[config.mk]
export PLATFORM = sky130hd
export DESIGN_NAME = prio_cust_queue
export DESIGN_NICKNAME = d
export VERILOG_FILES = /design/src/rtl/pcq_pkg.sv /design/src/rtl/pcq_ring.sv /design/src/rtl/prio_cust_queue.sv
export SDC_FILE = /design/constraint.sdc
export NUM_CORES = 1
export LEC_CHECK = 0
export ABC_AREA = 1
export CAP_MARGIN = 20
export CORE_ASPECT_RATIO = 1.1
export CORE_MARGIN = 2
export CORE_UTILIZATION = 55
export DETAILED_ROUTE_END_ITERATION = 8
export GPL_ROUTABILITY_DRIVEN = 0
export PLACE_DENSITY_LB_ADDON = 0.3
export SYNTH_ARGS = -nofsm -noshare
export SYNTH_HDL_FRONTEND = slang
export SYNTH_HIERARCHICAL = 1
export SYNTH_SLANG_ARGS = --single-unit
[constraint.sdc]
create_clock -name clk -period 2.9 [get_ports clk]
set_input_delay 0.435 -clock clk [delete_from_list [all_inputs] [get_ports clk]]
set_output_delay 0.435 -clock clk [all_outputs]
set_load 0.1 [all_outputs]
[src/rtl/pcq_pkg.sv]
// Shared constants, class encoding and entry layout for the two-class customer queue.
package pcq_pkg;

  localparam int unsigned PCQ_DT_SZ   = 4;
  localparam int unsigned PCQ_DEPTH   = 4;
  localparam int unsigned PCQ_AGE_LIM = 3;

  typedef enum logic {
    CLS_NRM = 1'b0,
    CLS_VIP = 1'b1
  } pcq_cls_e;

  // Ring storage packs entries as {num, tm}; this struct documents that layout at default width.
  typedef struct packed {
    logic [PCQ_DT_SZ-1:0] num;
    logic [PCQ_DT_SZ-1:0] tm;
  } pcq_entry_t;

endpackage

[src/rtl/pcq_ring.sv]
// Single-class circular buffer: storage, head/tail/count, full/empty flags and head data.
module pcq_ring #(
  parameter int unsigned W     = 8,
  parameter int unsigned DEPTH = 4,
  parameter int unsigned CW    = $clog2(DEPTH + 1)
) (
  input  logic          clk,
  input  logic          rst,
  input  logic          push,
  input  logic          pop,
  input  logic [W-1:0]  din,
  output logic [W-1:0]  dout,
  output logic          full,
  output logic          empty,
  output logic [CW-1:0] cnt
);

  localparam int unsigned PW = $clog2(DEPTH);

  logic [W-1:0]  mem_q [DEPTH];
  logic [PW-1:0] head_q, head_d, tail_q, tail_d;
  logic [CW-1:0] cnt_q, cnt_d;
  logic          wr, rd;

  assign full  = (cnt_q == CW'(DEPTH));
  assign empty = (cnt_q == '0);
  assign cnt   = cnt_q;
  assign dout  = mem_q[head_q];

  // Fullness is judged before any same-cycle pop, so a full ring rejects writes even while draining.
  assign wr = push && !full;
  assign rd = pop && !empty;

  always_comb begin
    head_d = head_q;
    tail_d = tail_q;
    cnt_d  = cnt_q;
    if (wr) tail_d = (tail_q == PW'(DEPTH - 1)) ? '0 : tail_q + 1'b1;
    if (rd) head_d = (head_q == PW'(DEPTH - 1)) ? '0 : head_q + 1'b1;
    if (wr && !rd) cnt_d = cnt_q + 1'b1;
    else if (rd && !wr) cnt_d = cnt_q - 1'b1;
  end

  always_ff @(posedge clk) begin
    if (rst) begin
      head_q <= '0;
      tail_q <= '0;
      cnt_q  <= '0;
      mem_q  <= '{default: '0};
    end else begin
      head_q <= head_d;
      tail_q <= tail_d;
      cnt_q  <= cnt_d;
      if (wr) mem_q[tail_q] <= din;
    end
  end

endmodule

[src/rtl/prio_cust_queue.sv]
// VIP/normal customer queue with aging arbitration and drop reporting.
// Optional statistics outputs are enabled by defining PCQ_STATS_EN.
module prio_cust_queue
  import pcq_pkg::*;
#(
  parameter int unsigned DT_SZ   = PCQ_DT_SZ,
  parameter int unsigned DEPTH   = PCQ_DEPTH,
  parameter int unsigned CW      = $clog2(DEPTH + 1),
  parameter int unsigned AGE_LIM = PCQ_AGE_LIM
) (
  input  logic             clk,
  input  logic             rst,
  input  logic             we,
  input  logic             wvip,
  input  logic [DT_SZ-1:0] dn,
  input  logic [DT_SZ-1:0] dt,
  input  logic             re,
  output logic             valid,
  output logic [DT_SZ-1:0] qn,
  output logic [DT_SZ-1:0] qt,
  output logic             qvip,
  output logic             full_v,
  output logic             full_n,
  output logic [CW-1:0]    cnt_v,
  output logic [CW-1:0]    cnt_n,
`ifdef PCQ_STATS_EN
  output logic [7:0]       st_enq,
  output logic [7:0]       st_drop,
  output logic [CW-1:0]    st_max,
`endif
  output logic             drop
);

  localparam int unsigned AW = $clog2(AGE_LIM + 1);

  logic [2*DT_SZ-1:0] din, head_v, head_n;
  logic               empty_v, empty_n;
  logic               push_v, push_n, pop_v, pop_n;
  logic               tgt_full;
  pcq_cls_e           sel;
  logic [AW-1:0]      age_q, age_d;
  logic               drop_q;

  assign din    = {dn, dt};
  assign push_v = we && wvip;
  assign push_n = we && !wvip;

  pcq_ring #(.W(2 * DT_SZ), .DEPTH(DEPTH), .CW(CW)) u_ring_v (
    .clk(clk), .rst(rst), .push(push_v), .pop(pop_v), .din(din),
    .dout(head_v), .full(full_v), .empty(empty_v), .cnt(cnt_v)
  );

  pcq_ring #(.W(2 * DT_SZ), .DEPTH(DEPTH), .CW(CW)) u_ring_n (
    .clk(clk), .rst(rst), .push(push_n), .pop(pop_n), .din(din),
    .dout(head_n), .full(full_n), .empty(empty_n), .cnt(cnt_n)
  );

  always_comb begin
    sel = CLS_NRM;
    if (!empty_v && (empty_n || age_q < AW'(AGE_LIM))) sel = CLS_VIP;
  end

  assign valid    = !empty_v || !empty_n;
  assign pop_v    = re && valid && (sel == CLS_VIP);
  assign pop_n    = re && valid && (sel == CLS_NRM);
  assign qvip     = valid && (sel == CLS_VIP);
  assign {qn, qt} = !valid ? '0 : (sel == CLS_VIP) ? head_v : head_n;
  assign tgt_full = wvip ? full_v : full_n;
  assign drop     = drop_q;

  // Age only counts VIP pops that overtook a waiting normal entry.
  always_comb begin
    age_d = age_q;
    if (empty_n || pop_n) age_d = '0;
    else if (pop_v && age_q != AW'(AGE_LIM)) age_d = age_q + 1'b1;
  end

  always_ff @(posedge clk) begin
    if (rst) begin
      age_q  <= '0;
      drop_q <= 1'b0;
    end else begin
      age_q  <= age_d;
      drop_q <= we && tgt_full;
    end
  end

`ifdef PCQ_STATS_EN
  localparam int unsigned CAP = (2 * DEPTH < (2 ** CW) - 1) ? 2 * DEPTH : (2 ** CW) - 1;

  logic [7:0]    st_enq_q, st_drop_q;
  logic [CW-1:0] st_max_q;
  logic [CW:0]   total;

  assign total   = {1'b0, cnt_v} + {1'b0, cnt_n};
  assign st_enq  = st_enq_q;
  assign st_drop = st_drop_q;
  assign st_max  = st_max_q;

  always_ff @(posedge clk) begin
    if (rst) begin
      st_enq_q  <= '0;
      st_drop_q <= '0;
      st_max_q  <= '0;
    end else begin
      if (we && !tgt_full && st_enq_q != '1) st_enq_q <= st_enq_q + 1'b1;
      if (we && tgt_full && st_drop_q != '1) st_drop_q <= st_drop_q + 1'b1;
      if (total > {1'b0, st_max_q})
        st_max_q <= (total > (CW + 1)'(CAP)) ? CW'(CAP) : total[CW-1:0];
    end
  end
`endif

endmodule

# Yosys cells after proc, flatten, opt, wreduce, memory -nomap -nowiden
# Cells that the tools add are included.
# W data, S select, Z words.
# op_classes
mux	24
n_reduce_logical	36
eq_ne	7
n_lt_le_gt_ge	7
bitwise	5
n_addsub	9
# op_table
operator	count
$bwmux W32	2
$mux W8	8
$bmux W8 S2	2
$demux W8 S2	2
$logic_and A1 B1 Y1	19
$ge A3 B3 Y1 const B	4
$mux W3	4
$not A2 Y3	4
$add A2 B1 Y2 const B	5
$logic_not A1 Y1	9
$eq A2 B2 Y1 const B	4
$mux W2	4
$add A3 B1 Y3 const B	2
$eq A3 B3 Y1 const B	2
$logic_not A3 Y1	2
$lt A3 B1 Y1 const B	2
$sub A3 B1 Y3 const B	2
$reduce_bool A2 Y1	2
$logic_or A1 B1 Y1	3
$lt A2 B2 Y1 const B	1
$mux W1	2
$ne A2 B2 Y1 const B	1
$reduce_or A2 Y1	1
$not A1 Y1	1
# word_totals
output_inout_bits	19
register_bits	81
in_bits	13
elab_cells	104

# Logic depth before layout (Yosys ltp)
# logic_depth
ltp_word	10
mapped_depth	19
depth_no_buf	18

# Cells and area by module
# The synthesis kept the hierarchy.
# by_module_without_submodules
mod	n_inst	area_per_inst_um2	seq_area_each_um2	cells_each
pcq_ring	2	2327.2	780.7	352
prio_cust_queue	1	337.8	60.1	62

# Worst setup path before layout
# OpenSTA, ideal clock, no wires.
# synth_timing
path_type	register -> output
startpoint	register u_ring_v.cnt_q[2], in the netlist u_ring_v/cnt[2]
endpoint	output port qn[0]
required_time_ns	2.465
path_stages_with_launch	7
path_slack_ns	-0.355
n_path_buf	0
t_arrival_ns	2.820
cell_sequence	dfxtp_1 inv_1 nand2_1 inv_1 a21oi_4 nand2_1 nand2_1
# synth_via
elab_chain_len	6
elab_cells_between_ends	7
classes_between	mux (3); reduce/logical (4)
# synth_rtl
item	line	rtl
start: declaration	pcq_ring.sv:22	logic [CW-1:0] cnt_q, cnt_d;
start signal: assignment	pcq_ring.sv:53	cnt_q <= cnt_d;
$logic_not A3 Y1 (*)	pcq_ring.sv:26	assign empty = (cnt_q == '0);
named net empty_v	prio_cust_queue.sv:37	logic empty_v, empty_n;
$logic_not A1 Y1 (*)	prio_cust_queue.sv:60, prio_cust_queue.sv:63	
$logic_and A1 B1 Y1	prio_cust_queue.sv:60	if (!empty_v && (empty_n || age_q < AW'(AGE_LIM))) sel = CLS_VIP;
$mux W1	prio_cust_queue.sv:60	
$mux W8	prio_cust_queue.sv:67	assign {qn, qt} = !valid ? '0 : (sel == CLS_VIP) ? head_v : head_n;
$mux W8 (*)	prio_cust_queue.sv:67	
end: declaration	prio_cust_queue.sv:19	output logic [DT_SZ-1:0] qn,
# The timed path passes the listed nets; every way through them passes the cells marked *.

# Worst setup path after layout
# layout_timing
startpoint	register u_ring_n.cnt_q[0], in the netlist u_ring_n/cnt[0]
endpoint	register u_ring_n.cnt_q[1], in the netlist u_ring_n/cnt[1]
# layout_via
elab_chain_len	10
elab_cells_between_ends	22
classes_between	add/sub (2); eq/ne (1); mux (3); bitwise (1); reduce/logical (15)
# layout_rtl
item	line	rtl
start: declaration	pcq_ring.sv:22	
start signal: assignment	pcq_ring.sv:53	
$logic_not A3 Y1 (*)	pcq_ring.sv:26	
named net empty_n	prio_cust_queue.sv:37	
$logic_or A1 B1 Y1	prio_cust_queue.sv:60	
$logic_and A1 B1 Y1	prio_cust_queue.sv:60	
$mux W1	prio_cust_queue.sv:60	
$not A1 Y1	prio_cust_queue.sv:65	assign pop_n = re && valid && (sel == CLS_NRM);
$logic_and A1 B1 Y1 (*)	prio_cust_queue.sv:65	
named net pop_n	prio_cust_queue.sv:38	logic push_v, push_n, pop_v, pop_n;
$logic_and A1 B1 Y1 (*)	pcq_ring.sv:32	assign rd = pop && !empty;
$logic_not A1 Y1 (*)	pcq_ring.sv:40	if (wr && !rd) cnt_d = cnt_q + 1'b1;
$logic_and A1 B1 Y1 (*)	pcq_ring.sv:40	
$mux W3 (*)	pcq_ring.sv:40	
named net u_ring_n.cnt_d[1]	pcq_ring.sv:22	
# The timed path passes the listed nets; every way through them passes the cells marked *. The select of a mux whose other input is x is not followed.
# A chain may end at the register's enable or synchronous reset.

==> out/metrics.csv <==
metric,value,unit
Finished Layout Cells,892,
Post-DRT Antenna Nets,0,
"Worst Path Class, Setup",flip-flop to flip-flop,
CTS tree,done,
Least-Margin Pin Slew,0.557,ns
final core utilization,62.9,%
Cell variety after synth,23,
Setup-failing EPs final,0,
Clock Root Buffer,clkbuf_8,
IO Count,32,
die width,94.8,µm
Post-CTS Setup Bufs,0,
clk_lat worst skew,0.35,ns
Synth Area per Inst,6.52,µm²
Peak VDD IR,0.511,mV
Setup crit end kind,flip-flop,
clock-pin slew on the worst setup and hold paths,0.08,ns
Layout fillers,811,
met1 Track Usage GR,33.0,%
Final #Nets,805,
PortBufs,31,
crit-path max FO,11,
startpoint type of the worst setup path,flip-flop,
fin crit period,2.56,ns
syn nets,794,
routed via count,4675,
gr usage total,26.7,%
min-delay src,age_q[0],
cell depth of the worst hold path,2,
first-pass detailed-route iteration total,5,
pwr/cell area,997,mW/mm²
Final Hold Viols,0,
die area,0.00986,mm²
arrival time at the worst endpoint,2.80,ns
"reg-to-reg slack, setup",0.34,ns
Max Freq,0.391,GHz
DR WL/cell,14.2,µm
share of layout cells above drive strength 1,16.1,%
drt via density,5.24,
initial core utilization,56.5,%
status,"finished, final reports clean",
fin crit share,88.2,%
Clock Path Buffers,2,
setup TNS,0,ns
CTS sink cnt,81,
hold crit path type,flip-flop to flip-flop,
DRC,0,
CTS Hold Bufs,0,
initial antenna violation count,0,
gr ovfl total,0,
Leak,2.62,nW
Post-Syn Instances,766,
worst r2r src,u_ring_n/cnt[0],
Die Span Y,104,µm
vias in the first global route,4450,
placed cells,880,
met3 usage,6.96,%
worst r2r dst,u_ring_n/cnt[1],
DR iter-0 viols,293,
WP data required,3.15,ns
num rows,36,
# H-tree levels,3,
global-route wire length before repair,20600,µm
synth warn,6,
Final Max Tran Viols,0,
total core area,0.00883,mm²
CTS Buf Count,9,
Hold Crit Endpoint,age_q[0],
largest net degree at the start of global routing,38,
Antenna diodes,0,
Max-Cap Viols,0,
R2R depth,14,
CTS resizes,0,
most used routing layer,met2,
Clock Skew,0.00891,ns
drt total wl,12600,µm
area growth from synthesis to layout,11.2,%
Synth Register Bits,81,
sequential share of the synthesized area,32.5,%
met2 Usage GRT,43.2,%
RSZ-0062 raised after global routing,no,
"Cell Area, Synth",0.00499,mm²
worst relative slew slack,62.9,%
DP HPWL,8570,µm
==> critical path, stage by stage (launching register included) <==
cell and delay, ns:
dfxtp_2 0.39, nor2_2 0.07, nand2_1 0.11, inv_1 0.09, inv_2 0.19, nand2_1 0.11
nand2_1 0.12, nand2_1 0.06, a21oi_1 0.21, nand2_1 0.14, ha_1 0.22, inv_1 0.09
fa_1 0.42, o21ai_0 0.16, nor2_1 0.05
==> cells by family after synthesis <==
| kind of cell | synth area share [%] |
|---|---|
| xor+xnor | 0.351 |
| buf+inv | 18.5 |
| compound gates | 6.94 |
| fa+ha+maj | 4.06 |
| flops | 32.5 |
| simple gates | 37.7 |
==> cell type report <==
class | count | area [µm²] | area share, %
repair buffers | 40 | 430 | 7.75
inverters | 178 | 668 | 12.0
well taps | 114 | 143 | 2.57
flip-flops and latches | 81 | 1630 | 29.3
clock buffers | 11 | 141 | 2.55
multi-input cells | 467 | 2510 | 45.2
clock inverters | 1 | 30.0 | 0.541
==> cells in the final DEF, fill, tap and decap left out <==
cell type,netlist,layout
inv_1,175,175
nand2_1,173,165
dfxtp_1,81,75
nand4_1,65,65
nor2_1,64,63
nor2_2,60,61
o21ai_0,38,38
buf_4,2,20
nand3_1,16,16
o22ai_1,16,16
ha_1,13,13
clkdlybuf4s50_1,0,12
clkbuf_8,0,10
nand2_4,0,8
a21oi_1,8,8
buf_12,0,8
nand3_4,6,6
dfxtp_2,0,6
nand2_2,2,2
clkinv_1,2,2
xor2_1,2,2
fa_1,2,2
inv_2,1,1
a21oi_4,1,1
nand4_2,1,1
clkbuf_1,6,1
bufinv_16,0,1
==> Yosys cell counts (all sizes together) <==
library cell / instances / area [µm²]
ha: 13 / 163
nor2: 124 / 616
clkbuf: 6 / 22.5
nand3: 22 / 185
xor2: 2 / 17.5
buf: 34 / 231
o22ai: 16 / 100
nand2: 175 / 662
nand4: 66 / 419
dfxtp: 81 / 1620
clkinv: 2 / 7.51
fa: 2 / 40.0
o21ai: 38 / 190
inv: 176 / 661
a21oi: 9 / 56.3
==> power breakdown <==
group	total, mW	switching (mW)	internal [mW]
Clock	0.792	0.389	0.404
Combinational	3.38	2.46	0.920
Sequential	1.37	0.112	1.25
Total	5.54	2.96	2.58
==> layer usage <==
metal	routed length, µm	vias to the layer above
met2	6180	189
met3	965	26
met4	330	0
met1	5150	2103
met5	0	-
li1	-	2357
==> how the worst max path moves through the flow <==
stage / startpoint / to / cells past startpoint / slack, ns
after CTS: u_ring_n/cnt[0] / u_ring_n/cnt[1] / 14 / 0.37
after detailed placement: re / u_ring_n/cnt[1] / 9 / 0.34
after global routing: u_ring_n/cnt[0] / u_ring_n/cnt[1] / 14 / 0.20
after global placement: re / u_ring_n/cnt[1] / 9 / 0.41
after floorplan: u_ring_n/cnt[0] / qn[0] / 8 / 0.21
final: u_ring_n/cnt[0] / u_ring_n/cnt[1] / 14 / 0.34
==> registers in the layout, summed over array words and instances, names as in the netlist <==
register and flops:
u_ring_n/mem_q 32, u_ring_n/head_q 2, u_ring_v/cnt 3, u_ring_v/tail_q 2, drop 1, u_ring_n/tail_q 2, age_q 2, u_ring_v/mem_q 32
u_ring_n/cnt 3, u_ring_v/head_q 2
==> through the flow <==
stage	setup slack [ns]	instance area, µm²	power [mW]	hold slack [ns]
2_1_floorplan	0.209	5060	3.97	0.458
3_3_place_gp	0.414	5380	4.68	0.468
3_5_place_dp	0.338	5380	4.74	0.483
4_1_cts	0.371	5550	5.54	0.495
5_1_grt	0.197	5550	5.85	0.506
6_report	0.343	5550	5.54	0.505
Power figures use the tool's default switching activity.
